<file path="src/rtl/risc_cu_pkg.sv">
// Shared encodings for the parametrised RISC control unit: states, opcodes,
// ALU operations, PC source selects and status display codes.
package risc_cu_pkg;

    typedef enum logic [4:0] {
        S_RESET   = 5'd0,
        S_FETCH   = 5'd1,
        S_DECODE  = 5'd2,
        S_ADD     = 5'd3,
        S_SUB     = 5'd4,
        S_CMP     = 5'd5,
        S_MOV     = 5'd6,
        S_SHL     = 5'd7,
        S_SHR     = 5'd8,
        S_INC     = 5'd9,
        S_DEC     = 5'd10,
        S_LD      = 5'd11,
        S_STO     = 5'd12,
        S_LDI     = 5'd13,
        S_HALT    = 5'd14,
        S_JE      = 5'd15,
        S_JNE     = 5'd16,
        S_JC      = 5'd17,
        S_JMP     = 5'd18,
        S_JN      = 5'd19,
        S_JNC     = 5'd20,
        S_EI      = 5'd21,
        S_DI      = 5'd22,
        S_RETI    = 5'd23,
        S_INTR    = 5'd24,
        S_ILLEGAL = 5'd25
    } state_t;

    localparam logic [6:0] OP_ADD  = 7'h70;
    localparam logic [6:0] OP_SUB  = 7'h71;
    localparam logic [6:0] OP_CMP  = 7'h72;
    localparam logic [6:0] OP_MOV  = 7'h73;
    localparam logic [6:0] OP_SHL  = 7'h74;
    localparam logic [6:0] OP_SHR  = 7'h75;
    localparam logic [6:0] OP_INC  = 7'h76;
    localparam logic [6:0] OP_DEC  = 7'h77;
    localparam logic [6:0] OP_LD   = 7'h78;
    localparam logic [6:0] OP_STO  = 7'h79;
    localparam logic [6:0] OP_LDI  = 7'h7A;
    localparam logic [6:0] OP_HALT = 7'h7B;
    localparam logic [6:0] OP_JE   = 7'h7C;
    localparam logic [6:0] OP_JNE  = 7'h7D;
    localparam logic [6:0] OP_JC   = 7'h7E;
    localparam logic [6:0] OP_JMP  = 7'h7F;
    localparam logic [6:0] OP_JN   = 7'h6F;
    localparam logic [6:0] OP_JNC  = 7'h6E;
    localparam logic [6:0] OP_EI   = 7'h6D;
    localparam logic [6:0] OP_DI   = 7'h6C;
    localparam logic [6:0] OP_RETI = 7'h6B;

    localparam logic [3:0] ALU_MOV = 4'b0000;
    localparam logic [3:0] ALU_INC = 4'b0010;
    localparam logic [3:0] ALU_DEC = 4'b0011;
    localparam logic [3:0] ALU_ADD = 4'b0100;
    localparam logic [3:0] ALU_SUB = 4'b0101;
    localparam logic [3:0] ALU_SHR = 4'b0110;
    localparam logic [3:0] ALU_SHL = 4'b0111;

    localparam logic [1:0] PC_REL = 2'd0;
    localparam logic [1:0] PC_REG = 2'd1;
    localparam logic [1:0] PC_VEC = 2'd2;
    localparam logic [1:0] PC_EPC = 2'd3;

    localparam logic [7:0] STAT_RESET   = 8'hFF;
    localparam logic [7:0] STAT_FETCH   = 8'h80;
    localparam logic [7:0] STAT_DECODE  = 8'hC0;
    localparam logic [7:0] STAT_ILLEGAL = 8'hF0;

    // Execute-state codes 00..0F follow opcode order 70..7F of the older unit.
    localparam logic [4:0] SC_ADD  = 5'h00;
    localparam logic [4:0] SC_SUB  = 5'h01;
    localparam logic [4:0] SC_CMP  = 5'h02;
    localparam logic [4:0] SC_MOV  = 5'h03;
    localparam logic [4:0] SC_SHL  = 5'h04;
    localparam logic [4:0] SC_SHR  = 5'h05;
    localparam logic [4:0] SC_INC  = 5'h06;
    localparam logic [4:0] SC_DEC  = 5'h07;
    localparam logic [4:0] SC_LD   = 5'h08;
    localparam logic [4:0] SC_STO  = 5'h09;
    localparam logic [4:0] SC_LDI  = 5'h0A;
    localparam logic [4:0] SC_HALT = 5'h0B;
    localparam logic [4:0] SC_JE   = 5'h0C;
    localparam logic [4:0] SC_JNE  = 5'h0D;
    localparam logic [4:0] SC_JC   = 5'h0E;
    localparam logic [4:0] SC_JMP  = 5'h0F;
    localparam logic [4:0] SC_JN   = 5'h11;
    localparam logic [4:0] SC_JNC  = 5'h12;
    localparam logic [4:0] SC_EI   = 5'h13;
    localparam logic [4:0] SC_DI   = 5'h14;
    localparam logic [4:0] SC_RETI = 5'h15;
    localparam logic [4:0] SC_INTR = 5'h16;

    function automatic state_t decode_op(input logic [6:0] op);
        case (op)
            OP_ADD:  return S_ADD;
            OP_SUB:  return S_SUB;
            OP_CMP:  return S_CMP;
            OP_MOV:  return S_MOV;
            OP_SHL:  return S_SHL;
            OP_SHR:  return S_SHR;
            OP_INC:  return S_INC;
            OP_DEC:  return S_DEC;
            OP_LD:   return S_LD;
            OP_STO:  return S_STO;
            OP_LDI:  return S_LDI;
            OP_HALT: return S_HALT;
            OP_JE:   return S_JE;
            OP_JNE:  return S_JNE;
            OP_JC:   return S_JC;
            OP_JMP:  return S_JMP;
            OP_JN:   return S_JN;
            OP_JNC:  return S_JNC;
            OP_EI:   return S_EI;
            OP_DI:   return S_DI;
            OP_RETI: return S_RETI;
            default: return S_ILLEGAL;
        endcase
    endfunction

    function automatic logic [3:0] alu_op_of(input state_t s);
        case (s)
            S_ADD:        return ALU_ADD;
            S_SUB, S_CMP: return ALU_SUB;
            S_SHL:        return ALU_SHL;
            S_SHR:        return ALU_SHR;
            S_INC:        return ALU_INC;
            S_DEC:        return ALU_DEC;
            default:      return ALU_MOV;
        endcase
    endfunction

    function automatic logic [4:0] exec_code(input state_t s);
        case (s)
            S_ADD:   return SC_ADD;
            S_SUB:   return SC_SUB;
            S_CMP:   return SC_CMP;
            S_MOV:   return SC_MOV;
            S_SHL:   return SC_SHL;
            S_SHR:   return SC_SHR;
            S_INC:   return SC_INC;
            S_DEC:   return SC_DEC;
            S_LD:    return SC_LD;
            S_STO:   return SC_STO;
            S_LDI:   return SC_LDI;
            S_HALT:  return SC_HALT;
            S_JE:    return SC_JE;
            S_JNE:   return SC_JNE;
            S_JC:    return SC_JC;
            S_JMP:   return SC_JMP;
            S_JN:    return SC_JN;
            S_JNC:   return SC_JNC;
            S_EI:    return SC_EI;
            S_DI:    return SC_DI;
            S_RETI:  return SC_RETI;
            S_INTR:  return SC_INTR;
            default: return 5'h00;
        endcase
    endfunction

endpackage

</file>
<file path="src/rtl/risc_cu_if.sv">
// Control-unit to datapath bundle: instruction/status inputs and the control word.
interface risc_cu_if #(
    parameter int RA_W = 3,
    parameter int IR_W = 16
);
    logic [IR_W-1:0] IR;
    logic            N;
    logic            Z;
    logic            C;
    logic            mem_rdy;
    logic            irq;
    logic [RA_W-1:0] W_Adr;
    logic [RA_W-1:0] R_Adr;
    logic [RA_W-1:0] S_Adr;
    logic            adr_sel;
    logic            s_sel;
    logic            pc_ld;
    logic            pc_inc;
    logic            ir_ld;
    logic [1:0]      pc_sel;
    logic            mw_en;
    logic            mr_en;
    logic            rw_en;
    logic            epc_ld;
    logic [3:0]      alu_op;
    logic            irq_ack;
    logic            halted;
    logic [7:0]      status;

    modport master (
        input  IR, N, Z, C, mem_rdy, irq,
        output W_Adr, R_Adr, S_Adr, adr_sel, s_sel, pc_ld, pc_inc, ir_ld,
               pc_sel, mw_en, mr_en, rw_en, epc_ld, alu_op, irq_ack, halted, status
    );

    modport slave (
        output IR, N, Z, C, mem_rdy, irq,
        input  W_Adr, R_Adr, S_Adr, adr_sel, s_sel, pc_ld, pc_inc, ir_ld,
               pc_sel, mw_en, mr_en, rw_en, epc_ld, alu_op, irq_ack, halted, status
    );
endinterface

</file>
<file path="src/rtl/risc_cu_flags.sv">
// Processor status flags {N,Z,C}, interrupt-saved copy and interrupt-enable bit.
module risc_cu_flags (
    input  logic       clk,
    input  logic       reset,
    input  logic       clr,
    input  logic [2:0] nzc,
    input  logic       ps_ld,
    input  logic       save,
    input  logic       restore,
    input  logic       ie_set,
    input  logic       ie_clr,
    output logic [2:0] ps,
    output logic       ie
);
    logic [2:0] saved;

    always_ff @(posedge clk or posedge reset) begin
        if (reset) begin
            ps    <= '0;
            saved <= '0;
            ie    <= 1'b0;
        end else if (clr) begin
            ps    <= '0;
            saved <= '0;
            ie    <= 1'b0;
        end else begin
            if (ps_ld)
                ps <= nzc;
            else if (restore)
                ps <= saved;
            if (save)
                saved <= ps;
            if (ie_set)
                ie <= 1'b1;
            else if (ie_clr)
                ie <= 1'b0;
        end
    end
endmodule

</file>
<file path="src/rtl/risc_cu_param.sv">
// Multi-cycle fetch/decode/execute sequencer for the 16-bit RISC, with memory
// wait states and a single-level maskable interrupt.
module risc_cu_param #(
    parameter int RA_W = 3,
    parameter int IR_W = 16
) (
    input logic       clk,
    input logic       reset,
    risc_cu_if.master cu
);
    import risc_cu_pkg::*;

    state_t          state;
    state_t          next_state;
    logic [6:0]      opcode;
    logic [RA_W-1:0] f_w;
    logic [RA_W-1:0] f_r;
    logic [RA_W-1:0] f_s;
    logic [2:0]      ps;
    logic            ie;
    logic            flags_clr;
    logic            ps_ld;
    logic            flags_save;
    logic            flags_restore;
    logic            ie_set;
    logic            ie_clr;

    assign opcode = cu.IR[IR_W-1 -: 7];
    assign f_w    = cu.IR[3*RA_W-1 -: RA_W];
    assign f_r    = cu.IR[2*RA_W-1 -: RA_W];
    assign f_s    = cu.IR[RA_W-1:0];

    risc_cu_flags u_flags (
        .clk     (clk),
        .reset   (reset),
        .clr     (flags_clr),
        .nzc     ({cu.N, cu.Z, cu.C}),
        .ps_ld   (ps_ld),
        .save    (flags_save),
        .restore (flags_restore),
        .ie_set  (ie_set),
        .ie_clr  (ie_clr),
        .ps      (ps),
        .ie      (ie)
    );

    always_ff @(posedge clk or posedge reset) begin
        if (reset)
            state <= S_RESET;
        else
            state <= next_state;
    end

    always_comb begin
        next_state    = state;
        cu.W_Adr      = '0;
        cu.R_Adr      = '0;
        cu.S_Adr      = '0;
        cu.adr_sel    = 1'b0;
        cu.s_sel      = 1'b0;
        cu.pc_ld      = 1'b0;
        cu.pc_inc     = 1'b0;
        cu.ir_ld      = 1'b0;
        cu.pc_sel     = PC_REL;
        cu.mw_en      = 1'b0;
        cu.mr_en      = 1'b0;
        cu.rw_en      = 1'b0;
        cu.epc_ld     = 1'b0;
        cu.alu_op     = ALU_MOV;
        cu.irq_ack    = 1'b0;
        cu.halted     = 1'b0;
        cu.status     = {ps, exec_code(state)};
        flags_clr     = 1'b0;
        ps_ld         = 1'b0;
        flags_save    = 1'b0;
        flags_restore = 1'b0;
        ie_set        = 1'b0;
        ie_clr        = 1'b0;

        case (state)
            S_RESET: begin
                cu.status  = STAT_RESET;
                flags_clr  = 1'b1;
                next_state = S_FETCH;
            end
            S_FETCH: begin
                // A pending enabled interrupt pre-empts the fetch entirely.
                if (cu.irq && ie) begin
                    cu.status  = '0;
                    next_state = S_INTR;
                end else begin
                    cu.status = STAT_FETCH;
                    cu.mr_en  = 1'b1;
                    cu.ir_ld  = cu.mem_rdy;
                    cu.pc_inc = cu.mem_rdy;
                    if (cu.mem_rdy)
                        next_state = S_DECODE;
                end
            end
            S_DECODE: begin
                cu.status  = STAT_DECODE;
                next_state = decode_op(opcode);
            end
            S_ADD, S_SUB, S_CMP, S_MOV, S_SHL, S_SHR, S_INC, S_DEC: begin
                cu.W_Adr   = f_w;
                cu.R_Adr   = f_r;
                cu.S_Adr   = f_s;
                cu.rw_en   = (state != S_CMP);
                cu.alu_op  = alu_op_of(state);
                ps_ld      = (state != S_MOV);
                next_state = S_FETCH;
            end
            S_LD: begin
                cu.W_Adr   = f_w;
                cu.R_Adr   = f_s;
                cu.adr_sel = 1'b1;
                cu.s_sel   = 1'b1;
                cu.mr_en   = 1'b1;
                cu.rw_en   = cu.mem_rdy;
                if (cu.mem_rdy)
                    next_state = S_FETCH;
            end
            S_STO: begin
                cu.R_Adr   = f_w;
                cu.S_Adr   = f_s;
                cu.adr_sel = 1'b1;
                cu.mw_en   = cu.mem_rdy;
                if (cu.mem_rdy)
                    next_state = S_FETCH;
            end
            S_LDI: begin
                cu.W_Adr   = f_w;
                cu.s_sel   = 1'b1;
                cu.mr_en   = 1'b1;
                cu.rw_en   = cu.mem_rdy;
                cu.pc_inc  = cu.mem_rdy;
                if (cu.mem_rdy)
                    next_state = S_FETCH;
            end
            S_HALT: begin
                cu.halted = 1'b1;
                if (cu.irq && ie)
                    next_state = S_INTR;
            end
            // Conditional branches test the registered flags, not the live ALU status.
            S_JE: begin
                cu.pc_ld   = ps[1];
                next_state = S_FETCH;
            end
            S_JNE: begin
                cu.pc_ld   = !ps[1];
                next_state = S_FETCH;
            end
            S_JC: begin
                cu.pc_ld   = ps[0];
                next_state = S_FETCH;
            end
            S_JNC: begin
                cu.pc_ld   = !ps[0];
                next_state = S_FETCH;
            end
            S_JN: begin
                cu.pc_ld   = ps[2];
                next_state = S_FETCH;
            end
            S_JMP: begin
                cu.S_Adr   = f_s;
                cu.pc_ld   = 1'b1;
                cu.pc_sel  = PC_REG;
                next_state = S_FETCH;
            end
            S_EI: begin
                ie_set     = 1'b1;
                next_state = S_FETCH;
            end
            S_DI: begin
                ie_clr     = 1'b1;
                next_state = S_FETCH;
            end
            S_INTR: begin
                cu.epc_ld  = 1'b1;
                cu.pc_ld   = 1'b1;
                cu.pc_sel  = PC_VEC;
                cu.irq_ack = 1'b1;
                flags_save = 1'b1;
                ie_clr     = 1'b1;
                next_state = S_FETCH;
            end
            S_RETI: begin
                cu.pc_ld      = 1'b1;
                cu.pc_sel     = PC_EPC;
                flags_restore = 1'b1;
                ie_set        = 1'b1;
                next_state    = S_FETCH;
            end
            S_ILLEGAL: begin
                cu.status = STAT_ILLEGAL;
                cu.halted = 1'b1;
            end
            default: next_state = S_ILLEGAL;
        endcase
    end
endmodule

</file>
<file path="src/flat_wrapper.sv">
// flat-port wrapper written by rule: the top's interface ports become plain ports
module risc_cu_param_flat import risc_cu_pkg::*;
#(
    parameter int RA_W = 3,
    parameter int IR_W = 16
)
  (clk, reset, cu_IR, cu_N, cu_Z, cu_C, cu_mem_rdy, cu_irq, cu_W_Adr, cu_R_Adr, cu_S_Adr, cu_adr_sel, cu_s_sel, cu_pc_ld, cu_pc_inc, cu_ir_ld, cu_pc_sel, cu_mw_en, cu_mr_en, cu_rw_en, cu_epc_ld, cu_alu_op, cu_irq_ack, cu_halted, cu_status);
  risc_cu_if #(.RA_W(RA_W), .IR_W(IR_W)) cu_i ();
  input logic clk;
  input logic reset;
  input wire logic [$bits(cu_i.IR)-1:0] cu_IR;
  input wire logic [$bits(cu_i.N)-1:0] cu_N;
  input wire logic [$bits(cu_i.Z)-1:0] cu_Z;
  input wire logic [$bits(cu_i.C)-1:0] cu_C;
  input wire logic [$bits(cu_i.mem_rdy)-1:0] cu_mem_rdy;
  input wire logic [$bits(cu_i.irq)-1:0] cu_irq;
  output wire logic [$bits(cu_i.W_Adr)-1:0] cu_W_Adr;
  output wire logic [$bits(cu_i.R_Adr)-1:0] cu_R_Adr;
  output wire logic [$bits(cu_i.S_Adr)-1:0] cu_S_Adr;
  output wire logic [$bits(cu_i.adr_sel)-1:0] cu_adr_sel;
  output wire logic [$bits(cu_i.s_sel)-1:0] cu_s_sel;
  output wire logic [$bits(cu_i.pc_ld)-1:0] cu_pc_ld;
  output wire logic [$bits(cu_i.pc_inc)-1:0] cu_pc_inc;
  output wire logic [$bits(cu_i.ir_ld)-1:0] cu_ir_ld;
  output wire logic [$bits(cu_i.pc_sel)-1:0] cu_pc_sel;
  output wire logic [$bits(cu_i.mw_en)-1:0] cu_mw_en;
  output wire logic [$bits(cu_i.mr_en)-1:0] cu_mr_en;
  output wire logic [$bits(cu_i.rw_en)-1:0] cu_rw_en;
  output wire logic [$bits(cu_i.epc_ld)-1:0] cu_epc_ld;
  output wire logic [$bits(cu_i.alu_op)-1:0] cu_alu_op;
  output wire logic [$bits(cu_i.irq_ack)-1:0] cu_irq_ack;
  output wire logic [$bits(cu_i.halted)-1:0] cu_halted;
  output wire logic [$bits(cu_i.status)-1:0] cu_status;
  assign cu_i.IR = cu_IR;
  assign cu_i.N = cu_N;
  assign cu_i.Z = cu_Z;
  assign cu_i.C = cu_C;
  assign cu_i.mem_rdy = cu_mem_rdy;
  assign cu_i.irq = cu_irq;
  assign cu_W_Adr = cu_i.W_Adr;
  assign cu_R_Adr = cu_i.R_Adr;
  assign cu_S_Adr = cu_i.S_Adr;
  assign cu_adr_sel = cu_i.adr_sel;
  assign cu_s_sel = cu_i.s_sel;
  assign cu_pc_ld = cu_i.pc_ld;
  assign cu_pc_inc = cu_i.pc_inc;
  assign cu_ir_ld = cu_i.ir_ld;
  assign cu_pc_sel = cu_i.pc_sel;
  assign cu_mw_en = cu_i.mw_en;
  assign cu_mr_en = cu_i.mr_en;
  assign cu_rw_en = cu_i.rw_en;
  assign cu_epc_ld = cu_i.epc_ld;
  assign cu_alu_op = cu_i.alu_op;
  assign cu_irq_ack = cu_i.irq_ack;
  assign cu_halted = cu_i.halted;
  assign cu_status = cu_i.status;
  risc_cu_param #(.RA_W(RA_W), .IR_W(IR_W)) u_core (.clk(clk), .reset(reset), .cu(cu_i));
endmodule
</file>
<file path="config.mk">
export PLATFORM = sky130hd
export DESIGN_NAME = risc_cu_param_flat
export DESIGN_NICKNAME = d
export VERILOG_FILES = /design/src/rtl/risc_cu_pkg.sv /design/src/rtl/risc_cu_if.sv /design/src/rtl/risc_cu_flags.sv /design/src/rtl/risc_cu_param.sv /design/src/flat_wrapper.sv
export SDC_FILE = /design/constraint.sdc
export NUM_CORES = 1
export LEC_CHECK = 0
export ABC_AREA = 1
export ABC_CLOCK_PERIOD_IN_PS = 2000
export BUFFER_PORTS_ARGS = -buffer_cell sky130_fd_sc_hd__buf_2
export CAP_MARGIN = 25
export CORE_MARGIN = 5
export CORE_UTILIZATION = 47
export CTS_CLUSTER_SIZE = 40
export DETAILED_ROUTE_END_ITERATION = 6
export HOLD_SLACK_MARGIN = 0.06
export PLACE_DENSITY = 0.75
export SLEW_MARGIN = 20
export SYNTH_ARGS = -nofsm -noshare
export SYNTH_HDL_FRONTEND = slang
export SYNTH_HIERARCHICAL = 1
export SYNTH_SLANG_ARGS = --single-unit
</file>
<file path="constraint.sdc">
create_clock -name clk -period 2 [get_ports clk]
set_clock_uncertainty 0.2 [all_clocks]
set_input_delay 0 -clock clk [delete_from_list [all_inputs] [get_ports clk]]
set_output_delay 0 -clock clk [all_outputs]
set_load 0.005 [all_outputs]
</file>
== Yosys cells after proc, flatten, opt, wreduce, memory -nomap -nowiden ==
Memories as Yosys holds them, arrays and structs flattened.
Cells that the tools add are included.

* Output and inout bits: 34
* ROM bits: 160
* Bits of input ports: 23
* Memories kept: 1
* Bits in registers: 12

* Multiplexer cells: 39
* Equality and inequality tests: 51
* Reductions and logical operators: 20
* Bitwise logic cells: 1

{| class="wikitable"
|+ Memory list
! memory !! depth !! width !! read ports !! clocked after memory_dff !! wr ports !! line !! text
|-
| (no name shown) || 32 || 5 || 1 || 0 || 0 || risc_cu_pkg.sv:138 || <nowiki>case (s)</nowiki>
|}

{| class="wikitable"
|+ Operator list
! operator !! number
|-
| $eq A7 B7 Y1 const B || 21
|-
| $pmux W5 S21 || 1
|-
| $eq A5 B5 Y1 const B || 10
|-
| $eq A5 B4 Y1 const B || 8
|-
| $pmux W8 S4 || 1
|-
| $pmux W5 S6 || 1
|-
| $mux W3 || 7
|-
| $eq A5 B3 Y1 const B || 4
|-
| $mux W5 || 4
|-
| $reduce_or A10 Y1 || 2
|-
| $reduce_or A19 Y1 || 1
|-
| $pmux W3 S6 || 1
|-
| $mux W1 || 16
|-
| $reduce_or A2 Y1 || 6
|-
| $eq A5 B2 Y1 const B || 2
|-
| $ne A5 B3 Y1 const B || 2
|-
| $pmux W3 S3 || 1
|-
| $mux W8 || 1
|-
| $reduce_or A8 Y1 || 1
|-
| $pmux W1 S2 || 3
|-
| $pmux W1 S6 || 1
|-
| $pmux W2 S3 || 1
|-
| $reduce_bool A3 Y1 || 2
|-
| $reduce_or A3 Y1 || 2
|-
| 10 further kinds || 12
|}

== Depth between registers and ports, before layout ==
Gate-level depths: netlist (run 1).

* Word-level depth: 6
* Depth in mapped cells: 14
* Mapped depth without buffers: 14

== Modules after synthesis ==
Netlist (run 1), hierarchy kept.

{| class="wikitable"
|+ Modules (own cells, without submodules)
! module !! cells each !! instances !! seq. area each (sq um) !! area each (sq um)
|-
| risc_cu_param || 281 || 1 || 125.1 || 1402.6
|-
| risc_cu_flags || 40 || 1 || 175.2 || 340.3
|}

== Worst setup path before layout (run 1) ==
No wires, ideal clock.

* Path type: register to register
* Start point: register u_core.state[0]
* End point: register u_core.u_flags.ps[0]
* Period minus slack after synthesis: 2.085 ns
* Cell stages (with the launch flop): 12
* Slack: -0.085 ns
* Arrival: 1.768 ns
* Cells stage by stage: dfrtp_1 > inv_1 > ha_1 > nand2_1 > nor2_1 > nor2_1 > nand3_1 > inv_2 > nor2_1 > inv_1 > nand4_1 > nand2_1

* Longest elaborated chain between the ends: 5
* Elaborated cells on any way between the ends: 18
* Classes of those cells: eq/ne (10); mux (5); reduce/logical (3)

{| class="wikitable"
|+ RTL lines
! what !! line !! text
|-
| start, declared || risc_cu_param.sv:13 || <nowiki>state_t state;</nowiki>
|-
| start signal, assigned || risc_cu_param.sv:51 || <nowiki>state <= next_state;</nowiki>
|-
| $eq A5 B2 Y1 (tied with other cells) || -- ||
|-
| $reduce_or A8 Y1 || -- ||
|-
| $mux W1 * || risc_cu_param.sv:80 || <nowiki>case (state)</nowiki>
|-
| named net u_core.ps_ld || risc_cu_param.sv:22 || <nowiki>logic ps_ld;</nowiki>
|-
| $mux W3 || risc_cu_flags.sv:27 || <nowiki>if (ps_ld)</nowiki>
|-
| $mux W3 || risc_cu_flags.sv:22 || <nowiki>end else if (clr) begin</nowiki>
|-
| end signal, assigned || risc_cu_flags.sv:28 || <nowiki>ps <= nzc;</nowiki>
|-
| end signal, assigned || risc_cu_flags.sv:30 || <nowiki>ps <= saved;</nowiki>
|-
| end, declared || risc_cu_flags.sv:12 || <nowiki>output logic [2:0] ps,</nowiki>
|}

Mark *: on every way through the listed nets, which the timed path passes. The rest lies on a longest branch.
A chain may end at the register's enable or synchronous reset.

== Final worst setup path (run 1) ==
* Start point: register u_core.state[1]
* End point: register u_core.state[3]

* Longest elaborated chain between the ends: 4
* Elaborated cells on any way between the ends: 34
* Classes of those cells: eq/ne (28); mux (1); bitwise (1); reduce/logical (4)

{| class="wikitable"
|+ RTL lines
! what
|-
| branches (longest 4 deep; another with $reduce_or A19 Y1)
|}

Parallel ways; which one is timed is not known.

==> impl_metrics.csv, run 1 <==
group,metric,value,unit
outcome,run_status,"finished with violations",
outcome,violations,"negative setup slack",
floorplanning,coreArea,0.00363,sq mm
power_and_ir_drop,switchingPower,0.113,mW
clock_tree,cts_tree,"yes",
synth,synth_top_area_share,0.237,
final_layout,nets,466,
timing,fin_ws,-0.138,ns
placed_design,port_buffers,55,
floorplanning,ioPinCount,57,
routing,initialDrtViolationCount,134,
synth,avgSynthCellArea,5.43,sq um
synth,synth_top_family_by_area,"simple AND/OR/NAND/NOR gates",
synth,synth_fa_ha_area_frac,0.0574,
final_layout,layout.cells.non_filler,481,
placed_design,routabilityCongestion,1.02,
timing,fin_crit,2.14,ns
timing,drv_slew,0,
floorplanning,die_y,70.9,microns
timing,final-hold-violation-count,0,
setup_path,crit_arrival,2.07,ns
clock_tree,numCtsBuffers,3,
synth,yosysSeqAreaShare,0.172,
clock_tree,cts.path.max_buffers,2,
routing,via_per_inst,5.17,
floorplanning,start_util,0.480,
setup_path,worstPathMaxFanout,3,
synth,ys_seq_elements,12,
routing,antenna_left,0,
final_layout,drive_gt1_frac,0.455,
synth,syn-num-nets,352,
clock_tree,h-tree-depth,1,
power_and_ir_drop,netSwitchingFraction,0.217,
setup_path,critical-path-top-cell-by-count,"nor2_1",
routing,via_count,2489,
flow_run,cap_viol_max_count,0,
power_and_ir_drop,powerDensity,181,mW/mm^2
synth,synth.most_common_cell,"nand2_1",
worst_hold_path,holdPathEnd,"cu_W_Adr[1]",
power_and_ir_drop,clkPwrFrac,0.387,
placed_design,dp_hpwl,4.77,mm
timing,rsz0062_at_grt,"true",
floorplanning,core.rowCount,22,
synth,synth_top_area_cell,"nand2_1",
setup_path,path_buf_inv,2,
timing,setup-tns-final,-0.823,ns
setup_path,path_class,"reg -> reg",
placed_design,placed_cells,464,
setup_path,slowest_delay,0.45,ns
global_route,antenna_found_initial,0,
setup_path,crit_family,"simple AND/OR/NAND/NOR gates",
synth,synth_compound_area_frac,0.129,
floorplanning,die-area,0.00503,sq mm
synth,yosysWarningCount,6,
worst_hold_path,holdCritPathClass,"in -> out",
timing,final-setup-viol-count,16,
final_layout,stdcell_area,0.00287,sq mm
setup_path,r2r_end,"u_core/state[3]",
synth,netlist_top_cells_area,"nand2_1, dfrtp_1, inv_1",
setup_path,worstSetupStartpointType,"register",
power_and_ir_drop,p_int,0.407,mW
synth,ys_async_sr_fraction,1.00,
synth,synthMuxAreaShare,0.00574,
setup_path,crit_chain,"buf_6 > ha_4 > buf_6 > nand4_1 > nand2_1 > nor2_1 > nand2_1 > nor2_2 > nand3_2 > nand3_2 > nor2_1 > nor2_1",
routing,routed_wl,6.40,mm
clock_tree,clkSinkCount,12,
setup_path,critPathCaptureType,"register",
timing,fin_crit_sh,1.07,
synth,synth_cells,321,
setup_path,worst_r2r_path_depth,12,
timing,finalHoldWorstSlack,0.0673,ns
power_and_ir_drop,ir_drop,0.000461,V
power_and_ir_drop,seqPwrFrac,0.468,
clock_tree,clk_latency,0.23,ns
final_layout,areaGrowthSynthToFinish,64.6,%
synth,post_synth_most_frequent_cells,"nand2_1, inv_1, nor2_1",
global_route,grt_max_degree,12,
routing,post-route-drc-count,0,
global_route,overflow,0,
global_route,grtUsageTotal,0.228,
global_route,grt_first_pass_wirelength,9.65,mm
synth,yosys_most_used_dff,"dfrtp_1",
power_and_ir_drop,combPwrFrac,0.144,
synth,synth-edff-count,0,
power_and_ir_drop,p_leak,1.71,nW
synth,syn_area,0.00174,sq mm
timing,fmaxAchievable,468,MHz
final_layout,fillers,283,
placed_design,dpl_cell_area,0.00238,sq mm
global_route,grt_pass1_vias,2311,
setup_path,rrSetupSlack,-0.14,ns
synth,yosys.area_share.simple,0.482,
clock_tree,clkTransAtPathRegs,0.04,ns
synth,synth_xor_area_frac,0,
setup_path,reg2reg_from,"u_core/state[1]",
final_layout,n_antenna_cell,0,
routing,wl_per_cell,13.3,microns
setup_path,crit_required,1.94,ns
worst_hold_path,hold_depth,4,
synth,ys_types,35,
worst_hold_path,min-delay-start,"cu_IR[7]",
setup_path,cp_slowest_cell,"dfrtp_2",
floorplanning,die_x,70.9,microns
routing,drtPass1Iterations,4,
clock_tree,clockRootBuffer,"clkbuf_8",
==> cell families (layout without fill, tap and decap cells) <==
family / count (synthesis) / after routing
AND/OR/NAND/NOR: 197 / 197
buffers and inverters: 66 / 178
AO/OA/AOI/OAI: 36 / 36
flip-flops: 12 / 12
adder cells (fa/ha/maj): 8 / 8
other: 1 / 1
multiplexers: 1 / 1
==> power by group through the flow <==
stage / Clock (mW) / Sequential [mW] / Combinational (mW)
2_1_floorplan: 0 / 0.247 / 0.0363
3_3_place_gp: 0 / 0.247 / 0.0647
3_5_place_dp: 0 / 0.247 / 0.0664
4_1_cts: 0.207 / 0.243 / 0.0743
5_1_grt: 0.221 / 0.243 / 0.0862
6_report: 0.201 / 0.244 / 0.0751
==> state kept, by name, indices dropped and copies added (netlist names) <==
name                  cells
u_core/state              5
u_core/u_flags/saved      3
u_core/u_flags/ps         3
u_core/u_flags/ie         1
==> area by class of cell <==
cell class                      count  area (sq um)  area share
Inverter                           62           244      0.0850
Sequential cell                    12           304       0.106
Tap cell                           48          60.1      0.0209
Timing Repair Buffer              113           766       0.267
Multi-Input combinational cell    243          1450       0.507
Clock buffer                        3          41.3      0.0144
==> tightest hold or removal path, stage by stage <==
cell	delay, ns
buf_2	0.10
nand2_2	0.05
inv_2	0.04
buf_6	0.08
==> per-layer routing <==
metal / track usage / part of all wire / vias to the layer above
met5: 0 / 0 / -
met4: 0.0647 / 0.037 / 0
met3: 0.0241 / 0.067 / 24
met2: 0.406 / 0.50 / 100
met1: 0.291 / 0.39 / 1132
li1: - / - / 1233
==> repair_timing <==
action | CTS | global route
gates cloned | 0 | 0
gates resized for setup | 25 | 74
setup endpoints to repair | 23 | 30
setup buffers | 5 | 6
pin swaps | 7 | 30
hold endpoints to repair | 15 | 0
hold buffers | 5 | 0
==> how the worst max path moves through the flow <==
stage                         start                   end  slack [ns]  depth (start not counted)
floorplan           u_core/state[0]  u_core/u_flags/ps[0]        0.03                         13
global placement    u_core/state[0]       u_core/state[0]       -0.06                         10
detailed placement  u_core/state[0]  u_core/u_flags/ps[2]       -0.13                         14
CTS                 u_core/state[1]          cu_alu_op[1]       -0.08                         11
global route        u_core/state[1]       u_core/state[3]       -0.21                         12
finish              u_core/state[1]       u_core/state[3]       -0.14                         12
==> metrics by stage <==
step | power (mW) | utilization | setup slack [ns]
global placement | 0.312 | 0.656 | -0.0587
floorplan | 0.283 | - | 0.0278
detailed placement | 0.314 | 0.656 | -0.133
CTS | 0.525 | 0.713 | -0.0758
global route | 0.550 | 0.790 | -0.209
finish | 0.520 | 0.790 | -0.138
==> layout by cell type (no fill, tap or decap), types with 2 or more instances in the layout <==
cell type / count
dfrtp_1: 9
ha_4: 5
buf_6: 10
nor3_2: 2
ha_1: 3
nand2_2: 18
o21ai_0: 6
nand2_4: 4
nor2_4: 7
inv_2: 13
nor2_2: 13
clkbuf_8: 3
o211ai_1: 6
nand4_1: 7
o21ai_2: 4
dfrtp_2: 3
buf_4: 45
nand3_1: 19
dlygate4sd3_1: 5
nand2_1: 89
a21oi_1: 6
nor2_1: 25
inv_1: 45
inv_4: 3
o22ai_1: 2
nand3_2: 6
buf_2: 53
o21ai_1: 6
Note: power is estimated with default switching activity, not from simulation.
==> run 2, diff against run 1 <==
--- a/config.mk
+++ b/config.mk
@@ -7,13 +7,13 @@
 export LEC_CHECK = 0
 export ABC_AREA = 1
-export ABC_CLOCK_PERIOD_IN_PS = 2000
+export ABC_CLOCK_PERIOD_IN_PS = 2470
 export BUFFER_PORTS_ARGS = -buffer_cell sky130_fd_sc_hd__buf_2
 export CAP_MARGIN = 25
 export CORE_MARGIN = 5
-export CORE_UTILIZATION = 47
+export CORE_UTILIZATION = 55
 export CTS_CLUSTER_SIZE = 40
 export DETAILED_ROUTE_END_ITERATION = 6
 export HOLD_SLACK_MARGIN = 0.06
-export PLACE_DENSITY = 0.75
+export PLACE_DENSITY = 0.83
 export SLEW_MARGIN = 20
 export SYNTH_ARGS = -nofsm -noshare
==> constraint.sdc (replaced) <==
create_clock -name clk -period 2.47 [get_ports clk]
set_clock_uncertainty 0.2 [all_clocks]
set_input_delay 0.1235 -clock clk [delete_from_list [all_inputs] [get_ports clk]]
set_output_delay 0.1235 -clock clk [all_outputs]
set_load 0.005 [all_outputs]
==> run 2 against run 1 <==
The run now ends clean. Clock power fell by 45%. Register-to-register slack improved by 0.35 ns. Hold slack improved by 0.032 ns. Global-route usage rose by 0.79 points. Worst setup slack improved by 0.22 ns. First-iteration DRC count rose by 25%.
==> impl_metrics.csv, run 2 (synthesized netlist as in run 1, its figures left out) <==
group,metric,value,unit
global_route,grtUsageTotal,0.236,
floorplanning,die_y,66.3,microns
final_layout,fillers,280,
setup_path,rrSetupSlack,0.21,ns
routing,via_count,2200,
floorplanning,coreArea,0.00305,sq mm
floorplanning,core.rowCount,20,
routing,initialDrtViolationCount,168,
final_layout,areaGrowthSynthToFinish,24.5,%
final_layout,nets,414,
floorplanning,ioPinCount,57,
timing,fin_ws,0.0827,ns
setup_path,crit_arrival,2.06,ns
placed_design,routabilityCongestion,0.946,
routing,antenna_left,0,
setup_path,worstPathMaxFanout,4,
routing,via_per_inst,5.18,
timing,drv_slew,0,
routing,wl_per_cell,11.8,microns
final_layout,n_antenna_cell,0,
setup_path,crit_required,2.15,ns
final_layout,regMostFlops,"u_core/state",
clock_tree,clk_latency,0.26,ns
outcome,run_status,"finished, final reports clean",
setup_path,worst_r2r_path_depth,11,
timing,fmaxAchievable,419,MHz
timing,fin_crit,2.39,ns
final_layout,largest_reg_flops,5,
floorplanning,die-area,0.00440,sq mm
clock_tree,clkSinkCount,12,
routing,post-route-drc-count,0,
power_and_ir_drop,powerDensity,168,mW/mm^2
placed_design,port_buffers,55,
routing,routed_wl,5.02,mm
final_layout,top_regs,"u_core/state x5, u_core/u_flags/ps x3, u_core/u_flags/saved x3",
clock_tree,numCtsBuffers,3,
routing,drtPass1Iterations,4,
power_and_ir_drop,ir_drop,0.000215,V
clock_tree,clkTransAtPathRegs,0.06,ns
timing,fin_crit_sh,0.967,
placed_design,dp_slack,-0.00754,ns
setup_path,worstSetupStartpointType,"register",
setup_path,critPathCaptureType,"primary output",
placed_design,dp_hpwl,4.17,mm
floorplanning,start_util,0.571,
final_layout,final_common_cell,"nand2_1",
power_and_ir_drop,p_leak,1.42,nW
timing,final-setup-viol-count,0,
clock_tree,cts.path.max_buffers,2,
clock_tree,h-tree-depth,1,
final_layout,regArea,302,sq um
clock_tree,cts_tree,"yes",
floorplanning,die_x,66.3,microns
final_layout,most-common-layout-cells,"nand2_1, buf_2, inv_1",
setup_path,path_class,"reg -> out",
setup_path,reg2reg_from,"u_core/state[0]",
global_route,grt_max_degree,15,
global_route,grt_first_pass_wirelength,8.27,mm
final_layout,multiInputGateArea,0.00123,sq mm
flow_run,cap_viol_max_count,0,
setup_path,r2r_end,"u_core/u_flags/ps[1]",
final_layout,final_util,0.711,
global_route,overflow,0,
timing,final-hold-violation-count,0,
global_route,grt_pass1_vias,1992,
clock_tree,clockRootBuffer,"clkbuf_4",
worst_hold_path,holdCritPathClass,"in -> async",
final_layout,drive_gt1_frac,0.236,
global_route,antenna_found_initial,0,
run 2: repair_timing:
item	CTS	global route
gates resized for setup	1	13
hold endpoints to repair	15	0
hold buffers	4	0
setup endpoints to repair	3	15
buffers inserted	0	1
run 2: layer usage:
layer | up-vias | wire, microns | track usage
li1 | 1133 | - | -
met1 | 953 | 2160 | 0.308
met2 | 100 | 2300 | 0.393
met3 | 14 | 445 | 0.0272
met4 | 0 | 121 | 0.0939
met5 | - | 0 | 0
run 2: final cells by class:
cell class,instances,share of cell area
inverters,62,0.107
well taps,44,0.0254
multi-input cells,243,0.566
flip-flops and latches,12,0.139
repair buffers,61,0.152
clock buffers,3,0.0104
run 2: metrics by stage:
| stage | std cells | instance area (sq um) | hold WS, ns | TNS (ns) | power (mW) |
|---|---|---|---|---|---|
| 2_1_floorplan | 321 | 1740 | -0.298 | 0 | 0.230 |
| 3_3_place_gp | 417 | 2050 | -0.167 | 0 | 0.253 |
| 3_5_place_dp | 417 | 2050 | -0.163 | -0.0128 | 0.254 |
| 4_1_cts | 424 | 2110 | 0.0970 | 0 | 0.371 |
| 5_1_grt | 425 | 2170 | 0.147 | -0.352 | 0.389 |
| 6_report | 425 | 2170 | 0.0996 | 0 | 0.365 |
run 2: worst max path at each step:
| stage | startpoint | to | slack, ns | depth (start not counted) |
|---|---|---|---|---|
| 2_1_floorplan | u_core/state[0] | u_core/u_flags/ps[0] | 0.39 | 11 |
| 3_3_place_gp | u_core/state[0] | u_core/u_flags/ps[1] | 0.08 | 13 |
| 3_5_place_dp | u_core/state[1] | u_core/u_flags/ps[1] | -0.008 | 13 |
| 4_1_cts | u_core/state[2] | cu_status[1] | 0.01 | 9 |
| 5_1_grt | u_core/state[0] | cu_W_Adr[2] | -0.06 | 13 |
| 6_report | u_core/state[0] | cu_S_Adr[1] | 0.08 | 11 |
run 2: critical path, cell delays in order, from the launching register on:
cell	delay [ns]
dfrtp_1	0.41
buf_4	0.15
ha_1	0.22
nand2_1	0.09
nor2_1	0.07
nor2_1	0.16
nand2_1	0.12
inv_2	0.08
nand3_1	0.11
nor4_4	0.20
nor2_1	0.06
buf_2	0.13
run 2: power by group:
| part | total [mW] | internal (mW) | switching (mW) |
|---|---|---|---|
| clock | 0.110 | 0.0562 | 0.0542 |
| combinational | 0.0584 | 0.0254 | 0.0330 |
| sequential | 0.196 | 0.196 | 0 |
==> run 3, diff against run 2 <==
Settings changed: GPL_TIMING_DRIVEN set to 0, SKIP_CTS_REPAIR_TIMING set to 1.
==> run 3 against run 2 <==
Hold slack gained 0.0078 ns. First-iteration DRC count shrank 36%. Critical path depth grew 1. Sequential power is essentially flat. Power grew 0.16%. Worst setup slack gained 0.088 ns. Sequential share of layout area shrank 0.27 points. Die area is the same. Cell area grew 2.0%. Final cell count grew 0.94%. Combinational power is essentially flat. Core utilization grew 1.4 points.
==> impl_metrics.csv, run 3 (synthesized netlist as in run 1, its figures left out) <==
group,metric,value,unit
outcome,run_status,"finished, final reports clean",
setup_path,crit_required,2.15,ns
timing,drv_slew,0,
placed_design,dp_hpwl,4.05,mm
routing,post-route-drc-count,0,
clock_tree,cts_tree,"yes",
routing,initialDrtViolationCount,108,
clock_tree,clockRootBuffer,"clkbuf_4",
final_layout,nets,418,
setup_path,rrSetupSlack,0.18,ns
floorplanning,die-area,0.00440,sq mm
routing,via_count,2157,
final_layout,drive_gt1_frac,0.265,
power_and_ir_drop,ir_drop,0.000269,V
routing,via_per_inst,5.03,
final_layout,regMostFlops,"u_core/state",
setup_path,critPathCaptureType,"primary output",
routing,antenna_left,0,
setup_path,worstPathMaxFanout,4,
timing,final-setup-viol-count,0,
final_layout,fillers,302,
power_and_ir_drop,p_leak,1.43,nW
setup_path,crit_chain,"buf_4 > ha_2 > nand2_2 > inv_1 > nand2_1 > inv_1 > nor2_2 > nand2_1 > inv_1 > nand2_1 > nand2_1 > buf_2",
floorplanning,coreArea,0.00305,sq mm
timing,fmaxAchievable,435,MHz
setup_path,reg2reg_from,"u_core/state[3]",
final_layout,top_regs,"u_core/state x5, u_core/u_flags/ps x3, u_core/u_flags/saved x3",
timing,rsz0062_at_grt,"false",
routing,routed_wl,4.82,mm
timing,finalHoldWorstSlack,0.107,ns
final_layout,final_common_cell,"nand2_1",
global_route,antenna_found_initial,0,
setup_path,crit_arrival,1.98,ns
setup_path,critical-path-top-cell-by-count,"nand2_1",
routing,wl_per_cell,11.2,microns
floorplanning,die_x,66.3,microns
setup_path,path_buf_inv,5,
floorplanning,die_y,66.3,microns
power_and_ir_drop,power,0.366,mW
routing,drtPass1Iterations,4,
final_layout,final_util,0.725,
global_route,grtUsageTotal,0.231,
clock_tree,clk_latency,0.26,ns
final_layout,most-common-layout-cells,"nand2_1, buf_2, inv_1",
setup_path,cp_slowest_cell,"dfrtp_1",
clock_tree,clkTransAtPathRegs,0.06,ns
clock_tree,numCtsBuffers,3,
final_layout,areaGrowthSynthToFinish,27.0,%
placed_design,placed_cells,420,
flow_run,cap_viol_max_count,0,
global_route,grt_max_degree,11,
global_route,grt_first_pass_wirelength,8.14,mm
timing,fin_crit_sh,0.931,
floorplanning,ioPinCount,57,
setup_path,worstSetupStartpointType,"register",
clock_tree,cts.path.max_buffers,2,
final_layout,largest_reg_flops,5,
placed_design,port_buffers,55,
final_layout,layout.cells.non_filler,429,
floorplanning,start_util,0.571,
setup_path,crit_family,"simple AND/OR/NAND/NOR gates",
global_route,overflow,0,
placed_design,routabilityCongestion,0.912,
timing,final-hold-violation-count,0,
clock_tree,h-tree-depth,1,
setup_path,slowest_delay,0.41,ns
floorplanning,core.rowCount,20,
global_route,grt_pass1_vias,1870,
clock_tree,clkSinkCount,12,
setup_path,r2r_end,"u_core/u_flags/ps[1]",
setup_path,path_class,"reg -> out",
final_layout,n_antenna_cell,0,
timing,fin_crit,2.30,ns
power_and_ir_drop,powerDensity,165,mW/mm^2
worst_hold_path,holdCritPathClass,"in -> async",
setup_path,worst_r2r_path_depth,14,
==> run 3: cell types whose count changed in the layout (fill, tap and decap cells not counted), sizes merged <==
| cell | previous run | this run |
|---|---|---|
| buf | 57 | 61 |
==> run 3: cell type report <==
type | instances | area, sq um | share of cell area
tap | 44 | 55.1 | 0.0249
buffer | 4 | 31.3 | 0.0141
clock buffer | 3 | 22.5 | 0.0102
inverter | 62 | 233 | 0.105
multi-input combinational | 243 | 1240 | 0.560
timing repair buffer | 61 | 330 | 0.149
sequential | 12 | 302 | 0.136
==> run 3: routing by layer <==
metal  vias to the layer above  routed length, microns  GRT usage
met1                       936                    2160      0.317
met5                         -                       0          0
met4                         0                      43     0.0914
met2                        78                    2240      0.367
met3                         4                     373     0.0255
li1                       1139                       -          -
==> run 3: how the worst max path moves through the flow <==
stage | start | end | slack [ns] | depth (start not counted)
floorplan | u_core/state[0] | u_core/u_flags/ps[0] | 0.39 | 11
global placement | u_core/state[0] | u_core/u_flags/ps[1] | -0.07 | 11
detailed placement | u_core/state[0] | u_core/u_flags/ps[1] | -0.08 | 11
CTS | u_core/state[0] | u_core/u_flags/ps[1] | -0.09 | 11
global route | u_core/state[3] | cu_S_Adr[0] | 0.01 | 10
finish | u_core/state[1] | cu_status[1] | 0.17 | 12
==> run 3: where the power goes <==
| group | switching, mW | leakage (nW) | total (mW) | internal [mW] |
|---|---|---|---|---|
| clock | 0.0547 | 0.0138 | 0.111 | 0.0562 |
| combinational | 0.0322 | 1.28 | 0.0586 | 0.0264 |
| sequential | 0 | 0.136 | 0.196 | 0.196 |
| total | 0.0869 | 1.43 | 0.366 | 0.279 |
==> run 3: metrics by stage <==
step                      setup TNS [ns]  setup WS (ns)  instance area [sq um]
after floorplan                        0          0.385                   1740
after global placement            -0.203        -0.0691                   2070
after detailed placement          -0.199        -0.0815                   2070
after CTS                         -0.240        -0.0939                   2100
after global routing                   0         0.0129                   2210
final                                  0          0.171                   2210
==> run 3: tightest hold or removal path: cells and delay by family <==
kind                   cells  cell delay [ns]
buffers and inverters      3             0.80
